### config.mk
export PLATFORM = sky130hd
export DESIGN_NAME = max7219_chain
export DESIGN_NICKNAME = d
export VERILOG_FILES = /design/src/rtl/max7219_chain.sv
export SDC_FILE = /design/constraint.sdc
export NUM_CORES = 1
export LEC_CHECK = 0
export ABC_AREA = 0
export BUFFER_PORTS_ARGS = -buffer_cell sky130_fd_sc_hd__clkbuf_2
export CAP_MARGIN = 10
export CELL_PAD_IN_SITES_DETAIL_PLACEMENT = 1
export CELL_PAD_IN_SITES_GLOBAL_PLACEMENT = 1
export CORE_UTILIZATION = 43
export DETAILED_ROUTE_END_ITERATION = 12
export PLACE_DENSITY = 0.88
export REMOVE_ABC_BUFFERS = 1
export SLEW_MARGIN = 15
export SYNTH_ARGS = -nofsm -noshare
export SYNTH_HDL_FRONTEND = slang
export SYNTH_SLANG_ARGS = --single-unit
### constraint.sdc
create_clock -name sys_clk -period 2.1 [get_ports sys_clk]
set_input_delay 0.42 -clock sys_clk [delete_from_list [all_inputs] [get_ports sys_clk]]
set_output_delay 0.42 -clock sys_clk [all_outputs]
set_load 0.03 [all_outputs]
### src/rtl/max7219_chain.sv
// max7219_chain
// Serial driver for a daisy chain of N_DEV MAX7219 display drivers. One frame
// shifts one 16-bit word per device (farthest device first) while CS is held
// low, then raises CS so every device latches its word at the same time.
//
// Handshake: str is a level request, sampled only in IDLE. On acceptance busy
// rises, and it stays high until the frame (including the CS-high gap) is over.
// done pulses for one cycle in the first cycle with busy low. While busy is
// high, str, bcast, IRreg and data are ignored.
module max7219_chain #(
  parameter int Freq_MegaHZ = 50,
  parameter int Spi_KHz     = 1000,
  parameter int N_DEV       = 4
) (
  input  logic                 sys_clk,
  input  logic                 _rst,
  input  logic                 str,
  input  logic                 bcast,
  input  logic [8*N_DEV-1:0]   IRreg,
  input  logic [8*N_DEV-1:0]   data,
  output logic                 busy,
  output logic                 done,
  output logic                 CS,
  output logic                 CLK,
  output logic                 Din
);

  // sys_clk cycles per serial-clock half period, never below one
  localparam int DIV_RAW = (Freq_MegaHZ * 1000) / (2 * Spi_KHz);
  localparam int DIV     = (DIV_RAW < 1) ? 1 : DIV_RAW;
  localparam int DIV_W   = (DIV > 1) ? $clog2(DIV) : 1;
  localparam int NBITS   = 16 * N_DEV;
  localparam int BIT_W   = $clog2(NBITS);

  localparam logic [DIV_W-1:0] DIV_LAST = DIV_W'(DIV - 1);
  localparam logic [BIT_W-1:0] BIT_LAST = BIT_W'(NBITS - 1);

  typedef enum logic [2:0] {
    S_IDLE  = 3'd0,
    S_LOW   = 3'd1,
    S_HIGH  = 3'd2,
    S_LATCH = 3'd3,
    S_GAP   = 3'd4
  } state_t;

  state_t            state;
  logic [DIV_W-1:0]  div_cnt;
  logic [BIT_W-1:0]  bit_cnt;
  logic [NBITS-1:0]  shreg;
  logic [NBITS-1:0]  load_word;
  logic              div_end;

  assign div_end = (div_cnt == DIV_LAST);

  // Frame image: device k occupies bits [16k+15:16k], so the farthest device
  // sits in the MSBs and leaves first. Broadcast repeats the device-0 word.
  always_comb begin
    load_word = '0;
    for (int k = 0; k < N_DEV; k++) begin
      if (bcast)
        load_word[16*k +: 16] = {IRreg[7:0], data[7:0]};
      else
        load_word[16*k +: 16] = {IRreg[8*k +: 8], data[8*k +: 8]};
    end
  end

  // Frame sequencer: each bit is DIV cycles of CLK low then DIV cycles high,
  // followed by one DIV of CS low with CLK idle and one DIV of CS high.
  always_ff @(posedge sys_clk) begin
    if (!_rst) begin
      state   <= S_IDLE;
      div_cnt <= '0;
      bit_cnt <= '0;
      shreg   <= '0;
      busy    <= 1'b0;
      done    <= 1'b0;
      CS      <= 1'b1;
      CLK     <= 1'b0;
      Din     <= 1'b0;
    end else begin
      done <= 1'b0;
      case (state)
        S_IDLE: begin
          div_cnt <= '0;
          bit_cnt <= '0;
          if (str) begin
            shreg <= load_word;
            Din   <= load_word[NBITS-1];
            CS    <= 1'b0;
            busy  <= 1'b1;
            state <= S_LOW;
          end
        end
        S_LOW: begin
          if (div_end) begin
            div_cnt <= '0;
            CLK     <= 1'b1;
            state   <= S_HIGH;
          end else begin
            div_cnt <= div_cnt + DIV_W'(1);
          end
        end
        S_HIGH: begin
          if (div_end) begin
            div_cnt <= '0;
            CLK     <= 1'b0;
            if (bit_cnt != BIT_LAST) begin
              // Din only moves on the CLK falling transition
              shreg   <= shreg << 1;
              Din     <= shreg[NBITS-2];
              bit_cnt <= bit_cnt + BIT_W'(1);
              state   <= S_LOW;
            end else begin
              Din   <= 1'b0;
              state <= S_LATCH;
            end
          end else begin
            div_cnt <= div_cnt + DIV_W'(1);
          end
        end
        S_LATCH: begin
          if (div_end) begin
            div_cnt <= '0;
            CS      <= 1'b1;
            state   <= S_GAP;
          end else begin
            div_cnt <= div_cnt + DIV_W'(1);
          end
        end
        S_GAP: begin
          if (div_end) begin
            div_cnt <= '0;
            busy    <= 1'b0;
            done    <= 1'b1;
            state   <= S_IDLE;
          end else begin
            div_cnt <= div_cnt + DIV_W'(1);
          end
        end
        default: begin
          state <= S_IDLE;
        end
      endcase
    end
  end

endmodule

==> results.sh <==
export IMPL_crit_arrival_ns=2.23
export IMPL_max_cap_violations=0
export IMPL_critPathLaunchType="flop"
export IMPL_netlist_area_um2=4640
export IMPL_synth_ff_type="dfxtp_1"
export IMPL_htree_levels=3
export IMPL_cts_buffer_depth=2
export IMPL_cp_end_kind="flop"
export IMPL_drtIter0Drc=207
export IMPL_power_w=0.00337
export IMPL_synth_top_area_share_pct=35.4
export IMPL_crit_buf_inv=1
export IMPL_seq_area_frac_synth_pct=35.4
export IMPL_drtAntennaViolNets=0
export IMPL_overflow=0
export IMPL_dp_cells=710
export IMPL_finalWirelength_um=13200
export IMPL_grt_usage_pct=24.3
export IMPL_period_needed_ns=1.97
export IMPL_grt_pass1_wl_um=21800
export IMPL_max_vdd_ir_drop_mv=0.268
export IMPL_root_buffer="clkbuf_8"
export IMPL_numCtsBuffers=9
export IMPL_synth_largest_area_cell="dfxtp_1"
export IMPL_synthCells=541
export IMPL_start_util_pct=44.7
export IMPL_rsz0062_at_grt="no"
export IMPL_drc=0
export IMPL_final_period_utilization_pct=93.7
export IMPL_ctsHoldBuffers=0
export IMPL_hold_path_class="primary input to flop"
export IMPL_max_stage_delay_ns=0.36
export IMPL_synthDistinctLibCells=52
export IMPL_drive_gt1_share_pct=25.3
export IMPL_synthArstFlopShare_pct=0
export IMPL_power_frac_comb_pct=16.4
export IMPL_dp_hpwl_um=8910
export IMPL_avgViaCountPerCell=6.05
export IMPL_io_pins=73
export IMPL_regToRegStartpoint="bit_cnt[0]"
export IMPL_insertedDiodeCount=0
export IMPL_cp_required_ns=2.37
export IMPL_relSlewSlack_pct=61.0
export IMPL_cts_sinks=82
export IMPL_critical_path_top_delay_family="compound AO/OA/AOI/OAI gates"
export IMPL_cts_tree="yes"
export IMPL_grt_max_degree=108
export IMPL_nNetsFinal=658
export IMPL_wl_per_cell_um=18.1
export IMPL_dr_pass1_iters=5
export IMPL_slowest_stage="dfxtp_1"
export IMPL_setup_ws_ns=0.133
export IMPL_grt_pass1_vias=4459
export IMPL_crit_start="bit_cnt[0]"
export IMPL_fillers=1280
export IMPL_worstSetupPathType="flop to flop"
export IMPL_die_area_um2=11200
export IMPL_synth_seq_cells=82
export IMPL_p_clk_share_pct=32.9
export IMPL_setup_violations=0
export IMPL_io_buffers=72
export IMPL_status="finished clean"
export IMPL_drv_slew=0
export IMPL_syn_area_per_cell_um2=8.57
export IMPL_core_um2=10400
export IMPL_tightest_slew_ns=0.586
export IMPL_ys_warn_count=0
export IMPL_pre_cts_ws_ns=0.0389
export IMPL_cp_max_fo=16
export IMPL_clock_latency_ns=0.36
export IMPL_stdcell_count=728
export IMPL_max_freq_mhz=508
export IMPL_p_seq_share_pct=50.7
export IMPL_die_h_um=106
export IMPL_ys_top_cells_by_area="dfxtp_1 (35%), mux2i_1 (14%), o211ai_1 (7.6%)"
export IMPL_power_leakage_nw=2.31
export IMPL_rows=37
export IMPL_vias=4403
export IMPL_antenna_found_initial=0
export IMPL_hold_viol=0
export IMPL_hold_path_startpoint="data[0]"
export IMPL_clk_pin_slew_ns=0.09
export IMPL_synth_edf_count=0
export IMPL_p_switching_w=0.00101
export IMPL_intPower_w=0.00236
export IMPL_p_per_area_nw_per_um2=635
export IMPL_syn_to_final_growth_pct=14.5
export IMPL_switching_share_pct=30.1
export IMPL_gp_congestion=0.838
export IMPL_whs_ns=0.358
export IMPL_skew_ns=0.00893
export IMPL_worstPathCellList="ha_1, and3_1, a211oi_4, buf_4, nor3_1, a211oi_1"
export IMPL_die_w_um=106
Yosys cell counts (all sizes together), types with 2 or more instances:
cell type	count
clkbuf	41
a31oi	2
nor3	21
nand3	6
a211oi	16
and4b	2
a211o	2
inv	2
dfxtp	82
nand3b	3
ha	3
and3	2
nand2	64
or4	3
o211ai	47
mux2i	63
or3	4
nand4	53
a21oi	9
and2	2
o21ai	60
nor2	11
buf	20
path summary, 6_finish.rpt:
check	end	slack (ns)	cells past startpoint
setup reg to reg	shreg[13]	0.13	6
setup / recovery	shreg[13]	0.13	6
hold / removal	shreg[0]	0.36	3
hold reg to reg	shreg[0]	0.46	2
sequential cells by signal, summed over array words and instances (netlist names):
signal,count
CLK,1
CS,1
Din,1
bit_cnt,6
busy,1
div_cnt,5
done,1
shreg,63
state,3
routing by layer:
layer	track usage (%)	part of all wire, %	vias to the layer above
met3	4.58	4.1	27
met2	42.3	50	121
met1	30.0	44	2115
li1	-	-	2140
met5	0	0	-
met4	8.13	2.0	0
stage by stage:
stage / TNS (ns) / cell area [um^2] / utilization [%]
finish: 0 / 5310 / 51.2
global route: 0 / 5310 / 51.2
detailed placement: 0 / 5100 / 49.2
floorplan: -176.15 / 4350 / -
global placement: 0 / 5100 / 49.2
CTS: 0 / 5300 / 51.1
worst min-delay path: stages:
cell	delay (ns)
clkbuf_2	0.12
nand4_1	0.08
o21ai_1	0.05
area by class of cell:
class	instances	area [um^2]	share of cell area, %
Clock buffer	10	138	2.59
Clock inverter	6	50.0	0.943
Inverter	3	11.3	0.212
Multi-Input combinational cell	395	2700	50.9
Sequential cell	82	1640	30.9
Tap cell	136	170	3.21
Timing Repair Buffer	96	594	11.2
power groups by stage:
stage	combinational [W]	clock, W	sequential [W]
floorplan	0.000295	0	0.00173
global placement	0.000526	0	0.00173
detailed placement	0.000555	0	0.00174
CTS	0.000558	0.00112	0.00171
global route	0.000614	0.00119	0.00172
finish	0.000554	0.00111	0.00171
layout by cell type (no fill, tap or decap), types with 3 or more instances in the layout:
cell type / count
o21ai_2: 30
buf_12: 4
clkbuf_8: 10
clkbuf_2: 71
o21ai_0: 19
nor3_1: 21
a211oi_1: 15
dfxtp_1: 82
nor2_1: 10
nand2_1: 64
nand3_1: 6
ha_1: 3
o21ai_1: 11
o211ai_1: 47
mux2i_1: 63
or4_1: 3
a21oi_1: 9
or3_1: 4
nand3b_1: 3
buf_4: 19
clkinv_4: 3
nand4_1: 53
kinds of logic after synthesis:
logic type,Yosys count,synth area share (%)
and+or+nand+nor,180,20.2
AOI/OAI and AO/OA,147,23.0
DFF,82,35.4
buffers and inverters,64,6.48
muxes,64,13.8
adders and majority gates,3,0.810
xor gates and xnor gates,1,0.189
timing repair:
| action | CTS | global route |
|---|---|---|
| hold endpoints to repair | 0 | 0 |
| resized for setup | 0 | 1 |
| setup buffers | 2 | 0 |
| setup endpoints to repair | 1 | 2 |
(Power assumes the default switching activity.)
